<file path="src/rtl/imem_loader.sv">
// imem_loader: byte-stream program loader for the instruction memory.
// Accepts a length-prefixed (16-bit word count, little-endian) byte stream
// over valid/ready, assembles 32-bit words LSB first and issues one write
// per word. The core is held in reset until a complete image is in memory.
// Optional feature macro: LOADER_CHECKSUM_EN adds an XOR checksum trailer
// byte that must match all data bytes before the load is declared done.
module imem_loader #(
  parameter int ADDR_WIDTH = 8
) (
  input  logic                  clk,
  input  logic                  rst,
  input  logic                  start,
  input  logic                  byte_valid,
  input  logic [7:0]            byte_data,
  output logic                  byte_ready,
  output logic                  imem_we,
  output logic [ADDR_WIDTH-1:0] imem_addr,
  output logic [31:0]           imem_wdata,
  output logic                  cpu_hold,
  output logic                  done,
  output logic                  error
);

  // Word counter is one bit wider than the address so a full memory
  // (N = 2^ADDR_WIDTH) can be counted without wrapping.
  localparam int          CW  = ADDR_WIDTH + 1;
  localparam logic [16:0] CAP = 17'd1 << ADDR_WIDTH;

  typedef enum logic [2:0] {
    S_IDLE   = 3'd0,
    S_LEN_LO = 3'd1,
    S_LEN_HI = 3'd2,
    S_DATA   = 3'd3,
    S_WRITE  = 3'd4,
`ifdef LOADER_CHECKSUM_EN
    S_CHK    = 3'd5,
`endif
    S_DONE   = 3'd6,
    S_ERR    = 3'd7
  } state_t;

  // State entered once all words are written (or N = 0).
`ifdef LOADER_CHECKSUM_EN
  localparam state_t END_ST = S_CHK;
`else
  localparam state_t END_ST = S_DONE;
`endif

  state_t                  state_r;
  state_t                  state_nx_s;
  logic                    byte_ready_r;
  logic                    imem_we_r;
  logic [ADDR_WIDTH-1:0]   imem_addr_r;
  logic [31:0]             imem_wdata_r;
  logic                    cpu_hold_r;
  logic                    done_r;
  logic                    error_r;
  logic [7:0]              len_lo_r;
  logic [CW-1:0]           n_r;
  logic [CW-1:0]           cnt_r;
  logic [1:0]              lane_r;
  logic [7:0]              b0_r;
  logic [7:0]              b1_r;
  logic [7:0]              b2_r;
  logic                    xfer_s;
  logic                    start_ok_s;
  logic                    last_word_s;
  logic [16:0]             len_s;
  logic                    len_big_s;
  logic                    len_zero_s;
`ifdef LOADER_CHECKSUM_EN
  logic [7:0]              csum_r;

  // Running XOR checksum over data bytes.
  function automatic logic [7:0] csum_next(input logic [7:0] acc, input logic [7:0] b);
    return acc ^ b;
  endfunction
`endif

  // States in which the loader consumes a stream byte.
  function automatic logic ready_in(input state_t s);
    logic r;
    case (s)
      S_LEN_LO: r = 1'b1;
      S_LEN_HI: r = 1'b1;
      S_DATA:   r = 1'b1;
`ifdef LOADER_CHECKSUM_EN
      S_CHK:    r = 1'b1;
`endif
      default:  r = 1'b0;
    endcase
    return r;
  endfunction

  // byte_ready is a register, so the handshake never combines with byte_valid.
  assign xfer_s      = byte_valid & byte_ready_r;
  assign start_ok_s  = start & ((state_r == S_IDLE) | (state_r == S_DONE) | (state_r == S_ERR));
  assign last_word_s = ((cnt_r + CW'(1)) == n_r);
  assign len_s       = {1'b0, byte_data, len_lo_r};
  assign len_big_s   = (len_s > CAP);
  assign len_zero_s  = (len_s == 17'd0);

  // Next-state decode.
  always_comb begin
    state_nx_s = state_r;
    case (state_r)
      S_IDLE, S_DONE, S_ERR: begin
        if (start) begin
          state_nx_s = S_LEN_LO;
        end else begin
          state_nx_s = state_r;
        end
      end
      S_LEN_LO: begin
        if (xfer_s) begin
          state_nx_s = S_LEN_HI;
        end else begin
          state_nx_s = S_LEN_LO;
        end
      end
      S_LEN_HI: begin
        if (!xfer_s) begin
          state_nx_s = S_LEN_HI;
        end else if (len_big_s) begin
          state_nx_s = S_ERR;
        end else if (len_zero_s) begin
          state_nx_s = END_ST;
        end else begin
          state_nx_s = S_DATA;
        end
      end
      S_DATA: begin
        if (xfer_s && (lane_r == 2'd3)) begin
          state_nx_s = S_WRITE;
        end else begin
          state_nx_s = S_DATA;
        end
      end
      S_WRITE: begin
        if (last_word_s) begin
          state_nx_s = END_ST;
        end else begin
          state_nx_s = S_DATA;
        end
      end
`ifdef LOADER_CHECKSUM_EN
      S_CHK: begin
        if (!xfer_s) begin
          state_nx_s = S_CHK;
        end else if (byte_data == csum_r) begin
          state_nx_s = S_DONE;
        end else begin
          state_nx_s = S_ERR;
        end
      end
`endif
      default: state_nx_s = S_IDLE;
    endcase
  end

  // State register and outputs registered from the next state.
  always_ff @(posedge clk or posedge rst) begin
    if (rst) begin
      state_r      <= S_IDLE;
      byte_ready_r <= 1'b0;
      imem_we_r    <= 1'b0;
      cpu_hold_r   <= 1'b1;
      done_r       <= 1'b0;
      error_r      <= 1'b0;
    end else begin
      state_r      <= state_nx_s;
      byte_ready_r <= ready_in(state_nx_s);
      imem_we_r    <= (state_nx_s == S_WRITE);
      cpu_hold_r   <= (state_nx_s != S_DONE);
      done_r       <= (state_nx_s == S_DONE);
      error_r      <= (state_nx_s == S_ERR);
    end
  end

  // Length capture, byte-lane assembly, word/address counters.
  always_ff @(posedge clk or posedge rst) begin
    if (rst) begin
      len_lo_r     <= 8'h00;
      n_r          <= '0;
      cnt_r        <= '0;
      lane_r       <= 2'd0;
      b0_r         <= 8'h00;
      b1_r         <= 8'h00;
      b2_r         <= 8'h00;
      imem_addr_r  <= '0;
      imem_wdata_r <= 32'h0000_0000;
`ifdef LOADER_CHECKSUM_EN
      csum_r       <= 8'h00;
`endif
    end else if (start_ok_s) begin
      lane_r      <= 2'd0;
      cnt_r       <= '0;
      imem_addr_r <= '0;
`ifdef LOADER_CHECKSUM_EN
      csum_r      <= 8'h00;
`endif
    end else begin
      case (state_r)
        S_LEN_LO: begin
          if (xfer_s) begin
            len_lo_r <= byte_data;
          end
        end
        S_LEN_HI: begin
          if (xfer_s) begin
            n_r <= len_s[CW-1:0];
          end
        end
        S_DATA: begin
          if (xfer_s) begin
            lane_r <= lane_r + 2'd1;
`ifdef LOADER_CHECKSUM_EN
            csum_r <= csum_next(csum_r, byte_data);
`endif
            case (lane_r)
              2'd0:    b0_r <= byte_data;
              2'd1:    b1_r <= byte_data;
              2'd2:    b2_r <= byte_data;
              default: imem_wdata_r <= {byte_data, b2_r, b1_r, b0_r};
            endcase
          end
        end
        S_WRITE: begin
          // Address stays on the last word so it never wraps on a full load.
          cnt_r <= cnt_r + CW'(1);
          if (!last_word_s) begin
            imem_addr_r <= imem_addr_r + ADDR_WIDTH'(1);
          end
        end
        default: begin
          lane_r <= lane_r;
        end
      endcase
    end
  end

  assign byte_ready = byte_ready_r;
  assign imem_we    = imem_we_r;
  assign imem_addr  = imem_addr_r;
  assign imem_wdata = imem_wdata_r;
  assign cpu_hold   = cpu_hold_r;
  assign done       = done_r;
  assign error      = error_r;

endmodule
</file>
<file path="config.mk">
export PLATFORM = sky130hd
export DESIGN_NAME = imem_loader
export DESIGN_NICKNAME = d
export VERILOG_FILES = /design/src/rtl/imem_loader.sv
export SDC_FILE = /design/constraint.sdc
export NUM_CORES = 1
export LEC_CHECK = 0
export ABC_AREA = 1
export BUFFER_PORTS_ARGS = -buffer_cell sky130_fd_sc_hd__buf_2
export CAP_MARGIN = 30
export CORE_UTILIZATION = 25
export CTS_BUF_LIST = sky130_fd_sc_hd__clkbuf_4 sky130_fd_sc_hd__clkbuf_8 sky130_fd_sc_hd__clkbuf_16
export DETAILED_ROUTE_END_ITERATION = 12
export GPL_ROUTABILITY_DRIVEN = 1
export PLACE_DENSITY = 0.5
export SYNTH_ARGS = -nofsm -noshare
export SYNTH_HDL_FRONTEND = slang
export SYNTH_SLANG_ARGS = --single-unit
</file>
<file path="constraint.sdc">
create_clock -name clk -period 3.75 [get_ports clk]
set_input_delay 0.1875 -clock clk [delete_from_list [all_inputs] [get_ports clk]]
set_output_delay 0.1875 -clock clk [all_outputs]
set_load 0.02 [all_outputs]
</file>
Yosys cells after proc, flatten, opt, wreduce, memory -nomap -nowiden:

Cells that the tools add are included.

* bits in registers: 100
* latch bits: 0
* bits in writable memories: 0
* ROM bits: 0
* bits of input ports: 12
* logic and storage cells: 78
* memories kept: 0

* add/subtract/negate cells: 3
* multiply operators: 0
* divide/modulo/power cells: 0
* magnitude comparators: 1
* equality and inequality tests: 18
* shift-type cells: 0
* mux-type cells: 17
* bitwise gates (word level): 6
* reductions and logical operators: 18

Operators with widths (number)
* 2-to-1 mux 8 bit: 3
* equality test 3 bit, second input constant: 6
* 2-to-1 mux 3 bit: 6
* 2-to-1 mux 9 bit: 2
* zero test 17 bit: 1
* > comparator 16 x 9 -> 1 bit, second input constant: 1
* AND reduction 4 bit: 4
* case mux 3 bit (5 select lines): 1
* equality test 3 x 2 -> 1 bit, second input constant: 4
* adder 9 x 1 -> 9 bit, second input constant: 1
* equality test 9 bit: 1
* OR reduction 3 bit: 3
* adder 8 x 1 -> 8 bit, second input constant: 1
* 2-to-1 mux 2 bit: 4
* equality test 3 x 1 -> 1 bit, second input constant: 2
* AND reduction 3 bit: 2
* nonzero test 2 bit: 3
* equality test 2 bit, second input constant: 2
* AND reduction 2 bit: 2
* zero test 3 bit: 1
* != test 3 bit, second input constant: 1
* adder 2 x 1 -> 2 bit, second input constant: 1
* AND 1 bit: 2
* equality test 2 x 1 -> 1 bit, second input constant: 1
* 6 further kinds: 8

Longest topological paths before layout:

Gate-level depths: netlist of the first run.

* depth after elaboration: 8
* gate-level depth with buffers: 14
* gate-level depth less buffers: 14

Least setup slack after synthesis of the first run:

No wires, ideal clock.

* path type: flip-flop to flip-flop
* start: reg cnt_r[0]
* end: reg byte_ready_r, in the netlist byte_ready
* arrival time: 1.600 ns
* path slack: 2.037 ns
* stages on the path, launching flop included: 15
* period minus slack after synthesis: 1.713 ns
* cell sequence: dfrtp_1 ha_1 inv_1 nand2_1 nand2_1 nor2_1 nand2_1 nor2_1 nand3_1 nor2_4 nand3_1 nand2_2 inv_1 nand2_1 inv_1

* longest elaborated chain between the ends: 7

Ends and longest elaborated chain
* start: declaration: RTL line 60 `logic [CW-1:0] cnt_r;`
* start signal: assignment: RTL line 230 `cnt_r <= cnt_r + CW'(1);`
* adder 9 x 1 -> 9 bit *: RTL line 98 `assign last_word_s = ((cnt_r + CW'(1)) == n_r);`
* equality test 9 bit *: RTL line 98
* 2-to-1 mux 3 bit *: RTL line 140 `if (last_word_s) begin`
* case mux 3 bit (5 select lines) *: RTL line 106 `case (state_r)`
* named net state_nx_s[2]: RTL line 50 `state_t state_nx_s;`
* equality test 3 x 2 -> 1 bit or equality test 3 x 1 -> 1 bit (tied branches): RTL line 83 `case (s)`
* OR reduction 3 bit (no source line) *
* 2-to-1 mux 1 bit *: RTL line 83
* end signal: assignment: RTL line 172 `byte_ready_r <= ready_in(state_nx_s);`
* end: declaration: RTL line 51 `logic byte_ready_r;`

The timed path passes the listed nets; every way through them passes the cells marked *.
A chain may end at the register's enable or synchronous reset.

Final worst setup path of the first run:

* start: reg state_r[2]
* end: reg imem_wdata_r[3], in the netlist imem_wdata[3]

* longest elaborated chain between the ends: 6

Ends and longest elaborated chain
* start: declaration: RTL line 49 `state_t state_r;`
* start signal: assignment: RTL line 171 `state_r <= state_nx_s;`
* equality test 3 bit or zero test 3 bit (tied branches): RTL line 97 `assign start_ok_s = start & ((state_r == S_IDLE) | (state_r == S_DONE) | (state_r == S_ERR));`
* OR 1 bit (2 in series): RTL line 97
* AND 1 bit: RTL line 97
* NOT 1 bit (no source line)
* AND reduction 4 bit (no source line) *
* end signal: assignment: RTL line 224 `default: imem_wdata_r <= {byte_data, b2_r, b1_r, b0_r};`
* end: declaration: RTL line 54 `logic [31:0] imem_wdata_r;`

Every way passes the cells marked *; elsewhere a longest branch is shown, timed or not.

==> results of run 1 <==
## cell families (layout without fill, tap and decap cells)
| logic type | Yosys count | count (layout) | share of synthesized area |
|---|---|---|---|
| adders and majority gates | 7 | 7 | 0.01963 |
| and+or+nand+nor | 199 | 199 | 0.1999 |
| DFF | 100 | 100 | 0.5611 |
| AOI/OAI and AO/OA | 71 | 71 | 0.08189 |
| buffers and inverters | 71 | 135 | 0.06506 |
| muxes | 24 | 24 | 0.06057 |
| xor gates and xnor gates | 6 | 6 | 0.01178 |
## layout make-up
cell class	count	area share
clock inverters	5	0.007794
clock buffers	11	0.04653
multi-input cells	307	0.3148
inverters	59	0.04228
well taps	225	0.05314
repair buffers	60	0.06282
flip-flops and latches	100	0.4726
## worst max-delay path by stage
stage                               from                         to  slack [ps]  cells past startpoint
CTS                 state_r[2]$_DFF_PP0_  imem_wdata[3]$_DFFE_PP0P_        1610                      5
floorplan                            rst        b0_r[0]$_DFFE_PP0P_         950                      1
detailed placement  state_r[2]$_DFF_PP0_  imem_wdata[3]$_DFFE_PP0P_        1620                      5
global placement    state_r[0]$_DFF_PP0_   imem_addr[7]$_DFFE_PP0P_        1670                     10
global route        state_r[1]$_DFF_PP0_   imem_addr[3]$_DFFE_PP0P_        1400                     10
finish              state_r[2]$_DFF_PP0_  imem_wdata[3]$_DFFE_PP0P_        1640                      5
## state kept, by name, summed over array words and instances, names as in the netlist
register,flops
lane_r,2
imem_we,1
cnt_r,9
n_r,9
b0_r,8
byte_ready,1
cpu_hold,1
state_r,3
imem_wdata,32
imem_addr,8
len_lo_r,8
done,1
error,1
b2_r,8
b1_r,8
## power by group through the flow
stage                     combinational, uW  sequential [uW]  clock (uW)
after global routing                   1260             1690         982
after detailed placement               1100             1660           0
after floorplan                         708             1720           0
final                                  1090             1640         912
after global placement                 1080             1640           0
after CTS                              1100             1640         948
## metal layers
layer / share of wire / vias to the layer above / global-route usage / routed length (um)
met5: 0 / - / 0 / 0
met2: 0.47 / 70 / 0.1990 / 4765
met1: 0.47 / 1619 / 0.1504 / 4807
met4: 0.0056 / 0 / 0.02996 / 57
met3: 0.055 / 7 / 0.04115 / 556
li1: - / 1667 / - / -
## cells in the final DEF, fill, tap and decap left out, types with 2 or more instances in the layout
| cell | count |
|---|---|
| nand4_1 | 13 |
| ha_1 | 7 |
| nor2_4 | 3 |
| nor2_1 | 14 |
| nand2_2 | 8 |
| buf_4 | 2 |
| mux2_2 | 23 |
| nor2_2 | 3 |
| nor3_1 | 3 |
| dfrtp_1 | 99 |
| o22ai_1 | 3 |
| inv_1 | 57 |
| inv_6 | 2 |
| o21ai_0 | 61 |
| nand2_1 | 120 |
| clkbuf_16 | 9 |
| a21oi_1 | 4 |
| nand3_1 | 30 |
| xor2_1 | 3 |
| xnor2_1 | 3 |
| buf_2 | 56 |
## timing repair
action	in CTS	in global routing
endpoints found under the hold margin	0	72
setup endpoints to repair	0	0
hold buffers	0	1
## stage by stage
stage	cell area (sq um)	instances
after floorplan	4462	478
after global placement	4972	749
after detailed placement	4972	749
after CTS	5260	765
after global routing	5298	767
final	5298	767
## critical path: cells and delay by family, from the launching register on
kind          cells  cell delay (ps)
mux               1              520
buf+inv           1               80
simple gates      3              950
flops             1              430
==> impl_results.md, run 1 <==
- FILL cells: 1840
- First-pass GRT wire length: 17070 um
- Sw Ratio: 0.3744
- Post-Synthesis Cell Area: ~4500 sq um
- Synth async-reset ratio: 1.000
- Vias per cell: 4.385
- Crit path DAT: approximately 2300 ps
- Seq/Total Area, Yosys: 0.5611
- Worst-case vdd ir drop: 496.6 uV
- WL final: 10190 um
- Clock transition at path regs: 70 ps
- RSZ-0062 raised after global routing: false
- Slowest CP cell: mux2_1
- Register area: between 2000 and 3000 sq um
- Critical Path Max Stage Delay: 520 ps
- Main flop type after synthesis: dfrtp_1
- Power Density: just under 700 nW/um^2
- Gpl congestion: between 0.8 and 0.9
- Die width: ~140 um
- Worst-margin pin slew: roughly 850 ps
- Int Pwr: 2277 uW
- Initial Utilization: 0.2571
- Placement Setup Slack: ~1600 ps
- Synth top area cells: dfrtp_1 (56%), nand2_1 (10%), o21ai_0 (6.8%)
- Hold Path Stages: 3
- Reg2reg start: state_r[2]$_DFF_PP0_
- Post-synth EDFFs: 0
- Area of the multi-input gates: 1668 sq um
- Cell taking the most area after synthesis: dfrtp_1
- Largest net degree at the start of global routing: 75
- Top-area cell type share of the netlist area: 0.5552
- Fmax: around 0.47 GHz
- Final core utilization: 0.3052
- Critical path class: flop to flop
- Outcome: complete, no violations
- Hold Startpoint: byte_data[3]
- Setup violators final: 0
- Rel. slew slack: 0.4283
- TritonCTS clock tree: yes
- Num CTS Buffers: 9
- First DRT Iteration DRCs: 155
- Clk_lat worst skew: 350 ps
- Worst setup EP type: flop
- DR pass1 iterations: 4
- Net Count, Synth: 497
- # Post-CTS Setup Buffers: 0
- Worst Hold Path EP: b2_r[3]$_DFFE_PP0P_
- Port bufs: 56
- Critical register-to-register path endpoint: imem_wdata[3]$_DFFE_PP0P_
- Post-DRT Antenna Nets: 0
- Congestion Overflow GR: 0
- Die height: 135.6 um
- Avg WL per Cell: 13.28 um
- Pins Over Slew Limit: 0
- Final Hold Slack: 213.1 ps
- Vias in the first global route: about 3400
- Total track usage: 0.1208
- Most common cell in the netlist: nand2_1
- DRC: 0
- Vias: between 3000 and 4000
- PostCTS Resize Cnt: 0
- Root Driver: clkbuf_16
- # diodes: 0
- DP HPWL: 7034 um
- I/O Pins: 57
- Initial antenna violation count: 0
- Crit Path Max Fanout: 40
- Min-Delay Path Class: input pin to flop
- Commonest cells post-synth: nand2_1 (120), dfrtp_1 (99), o21ai_0 (61)
- Overall Power: around 3600 uW
- Max Cap Viol: 0
- Row count: 48
- Final #Nets: around 560
- Clk_skew: about 11 ps
- Flops & latches, synth: 100
- Switch Pwr: approximately 1400 uW
- Worst setup margin: 1644 ps
- Sequential power share: 0.450
- Clock buffer depth: 2
- LEAKAGE: 0.002763 uW
- Average cell area after synthesis: 9.334 sq um
- CP Launch Type: flop
- Tcrit/Tclk final: 0.5616
- Reg2reg setup slack: 1640 ps
- Setup TNS: 0 ps
- Clock Power Share: 0.250
- R2R depth: 5
- Placeable Area: 17360 sq um
- # clock sinks: 100
- Hold Violations, Final: 0
- Synth unique cells: 31
- H-tree Lvls: 3
- Worst path required time: 3980 ps
- Share of cells above drive strength 1: 0.2177
- Cells along the critical path: nor3_2 -> inv_2 -> nor2_4 -> nand2_2 -> mux2_1
- Area Growth Syn to Fin: 18.73%
- Cells after synthesis: 478
- Comb pwr share: 0.299
- Period minus WS final: 2106 ps
- Warnings, synthesis: 0
- Die Area: about 18000 sq um
No activity file was read; power rests on OpenSTA's default activity.
==> run 2, diff against run 1 <==
- clock period: 3.75 -> 2.2 ns (I/O delays scaled with it)
==> run 2 against run 1 <==
Compared with the run above:
- worst hold slack got worse by 54 ps
- worst setup slack got worse by 1300 ps
- highest routed layer unchanged
- critical endpoint is now byte_ready$_DFF_PP0_
- register-to-register slack worse by 1300 ps
==> impl_results.md, run 2 (synthesis results as in run 1) <==
- Outcome: complete, no violations
- Vias: 3349 (-0.42%)
- Max reg flops: 32 (unchanged)
- Vias in the first global route: 3332 (-1.1%)
- DP HPWL: 7271 um (+3.4%)
- TritonCTS clock tree: yes
- Worst setup EP type: flop
- Hold Path Stages: 3 (unchanged)
- Num CTS Buffers: 9 (unchanged)
- Port bufs: 56 (unchanged)
- Dpl cell area: 5086 sq um (+2.3%)
- Fmax: 0.5264 GHz (+11%)
- Reg2reg setup slack: 300 ps (-1340 ps)
- Total track usage: 0.1188 (-0.002004)
- Avg WL per Cell: 13.04 um (-1.8%)
- Power Density: 1157 nW/um^2 (+68%)
- Slowest CP cell: dfrtp_1
- Most frequent cells in the layout: nand2_1 (120), dfrtp_1 (99), o21ai_0 (61), inv_1 (57), buf_2 (56)
- Worst-margin pin slew: 665.3 ps (-189.2 ps)
- Clock Power Share: 0.244 (-0.006)
- Vias per cell: 4.316 (-1.6%)
- Setup violators final: 0 (unchanged)
- Clk_lat worst skew: 340 ps (about the same)
- Pins Over Slew Limit: 0 (unchanged)
- First-pass GRT wire length: 17040 um (-0.20%)
- Sequential power share: 0.449 (about the same)
- Setup TNS: 0 ps (unchanged)
- Largest net degree at the start of global routing: 33 (-56%)
- Clock transition at path regs: 70 ps (about the same)
- Share of cells above drive strength 1: 0.2323 (+0.01459)
- Tcrit/Tclk final: 0.8634 (+0.3018)
- Gpl congestion: 0.8312 (-2.4%)
- Min-Delay Path Class: input pin to flop
- Clock buffer depth: 2 (unchanged)
- First DRT Iteration DRCs: 169 (+9.0%)
- Root Driver: clkbuf_16
- Crit Path Max Fanout: 5 (-88%)
- Placeable Area: 17360 sq um (unchanged)
- Reg2reg start: cnt_r[1]$_DFFE_PP0P_
- Rel. slew slack: 0.5555 (+0.1272)
- Final core utilization: 0.3105 (+0.005263)
- Cells along the critical path: ha_1 -> inv_1 -> nand2_1 -> nand2_1 -> nor2_1 -> nand2_1 -> nor2_1 -> nand3_1 -> nor2_4 -> nand2_2 -> nand2_2 -> nand3_1 -> nand2_1 -> inv_1
- Hold Violations, Final: 0 (unchanged)
- Die height: 135.6 um (unchanged)
- Clk_skew: 9.723 ps (-1.345 ps)
- Switch Pwr: 2317 uW (+70%)
- Worst path most repeated cell: nand2_1
- Worst path required time: 2430 ps (-1550 ps)
- Critical Path Max Stage Delay: 420 ps (-100 ps)
- Worst-case vdd ir drop: 476.0 uV (-4.1%)
- Row count: 48 (unchanged)
- Comb pwr share: 0.308 (+0.009)
- # clock sinks: 100 (unchanged)
- Period minus WS final: 1900 ps (-206.5 ps)
- WL final: 10120 um (-0.63%)
- H-tree Lvls: 3 (unchanged)
- Initial antenna violation count: 0 (unchanged)
- Area Growth Syn to Fin: 20.78%
- Post-DRT Antenna Nets: 0 (unchanged)
- # Post-CTS Setup Buffers: 0 (unchanged)
- CP Launch Type: flop
- Int Pwr: 3918 uW (+72%)
- LEAKAGE: 0.002807 uW (+1.6%)
- Critical register-to-register path endpoint: byte_ready$_DFF_PP0_
- Leading cell type in the layout, fill and taps excluded: nand2_1
- Final Instance Area: 5389 sq um (+1.7%)
- RSZ-0062 raised after global routing: false
- DRC: 0 (unchanged)
- Final #Nets: 565 (+1.6%)
- Final Hold Slack: 159.4 ps (-53.67 ps)
- Congestion Overflow GR: 0 (unchanged)
- Die width: 135.6 um (unchanged)
- I/O Pins: 57 (unchanged)
- Initial Utilization: 0.2571 (unchanged)
- Crit path DAT: 2130 ps (-210 ps)
- Worst Hold Path EP: imem_wdata[30]$_DFFE_PP0P_
- Die Area: 18390 sq um (unchanged)
- # diodes: 0 (unchanged)
- Critical path class: flop to flop
- R2R depth: 14 (+9)
- Max Cap Viol: 0 (unchanged)
- Hold Startpoint: byte_data[6]
- Overall Power: 6235 uW (+71%)
- DR pass1 iterations: 7 (+3)
- Sw Ratio: 0.3717 (-0.002741)
-- run 2: power by group through the flow --
| stage | clock, uW | sequential (uW) | combinational, uW |
|---|---|---|---|
| after floorplan | 0 | 2930 | 1210 |
| after CTS | 1590 | 2800 | 1940 |
| after global placement | 0 | 2810 | 1880 |
| after global routing | 1670 | 2880 | 2230 |
| final | 1520 | 2800 | 1920 |
| after detailed placement | 0 | 2820 | 1930 |
-- run 2: how the worst max path moves through the flow --
| stage | start | end | slack [ps] |
|---|---|---|---|
| 2_1_floorplan | cnt_r[0]$_DFFE_PP0P_ | byte_ready$_DFF_PP0_ | 490 |
| 3_3_place_gp | cnt_r[0]$_DFFE_PP0P_ | imem_addr[2]$_DFFE_PP0P_ | 330 |
| 3_5_place_dp | cnt_r[0]$_DFFE_PP0P_ | imem_addr[7]$_DFFE_PP0P_ | 260 |
| 4_1_cts | cnt_r[0]$_DFFE_PP0P_ | imem_addr[4]$_DFFE_PP0P_ | 250 |
| 5_1_grt | cnt_r[0]$_DFFE_PP0P_ | byte_ready$_DFF_PP0_ | 50 |
| 6_report | cnt_r[1]$_DFFE_PP0P_ | byte_ready$_DFF_PP0_ | 300 |
-- run 2: worst max-delay path: cells and delay by family (launching register included) --
| family | cells | cell delay, ps |
|---|---|---|
| flip-flops | 1 | 420 |
| buffers and inverters | 2 | 90 |
| adder cells (fa/ha/maj) | 1 | 340 |
| AND/OR/NAND/NOR | 11 | 950 |
-- run 2: layout make-up --
| cell class | instances | area [sq um] |
|---|---|---|
| multi-input cells | 307 | 1673 |
| clock inverters | 4 | 33.78 |
| inverters | 59 | 225.2 |
| flip-flops and latches | 100 | 2504 |
| clock buffers | 12 | 254.0 |
| repair buffers | 69 | 417.9 |
| well taps | 225 | 281.5 |
| fillers | 1784 | 11970 |
-- run 2: what timing repair did --
action | in CTS | in global routing
gates resized for setup | 0 | 1
hold endpoints to repair | 23 | 0
hold buffers | 1 | 0
endpoints found under the setup margin | 0 | 1
-- run 2: per-stage QoR --
step                      setup slack, ps  instances
after detailed placement            262.4        759
after global routing                52.65        776
after global placement              331.9        759
after floorplan                     487.1        478
after CTS                           252.8        776
final                               300.4        776
-- run 2: metal layers --
metal,GRT usage,share of wire
met1,0.1605,0.47
met2,0.1868,0.47
met3,0.03404,0.055
met4,0.02622,0.0039
met5,0,0
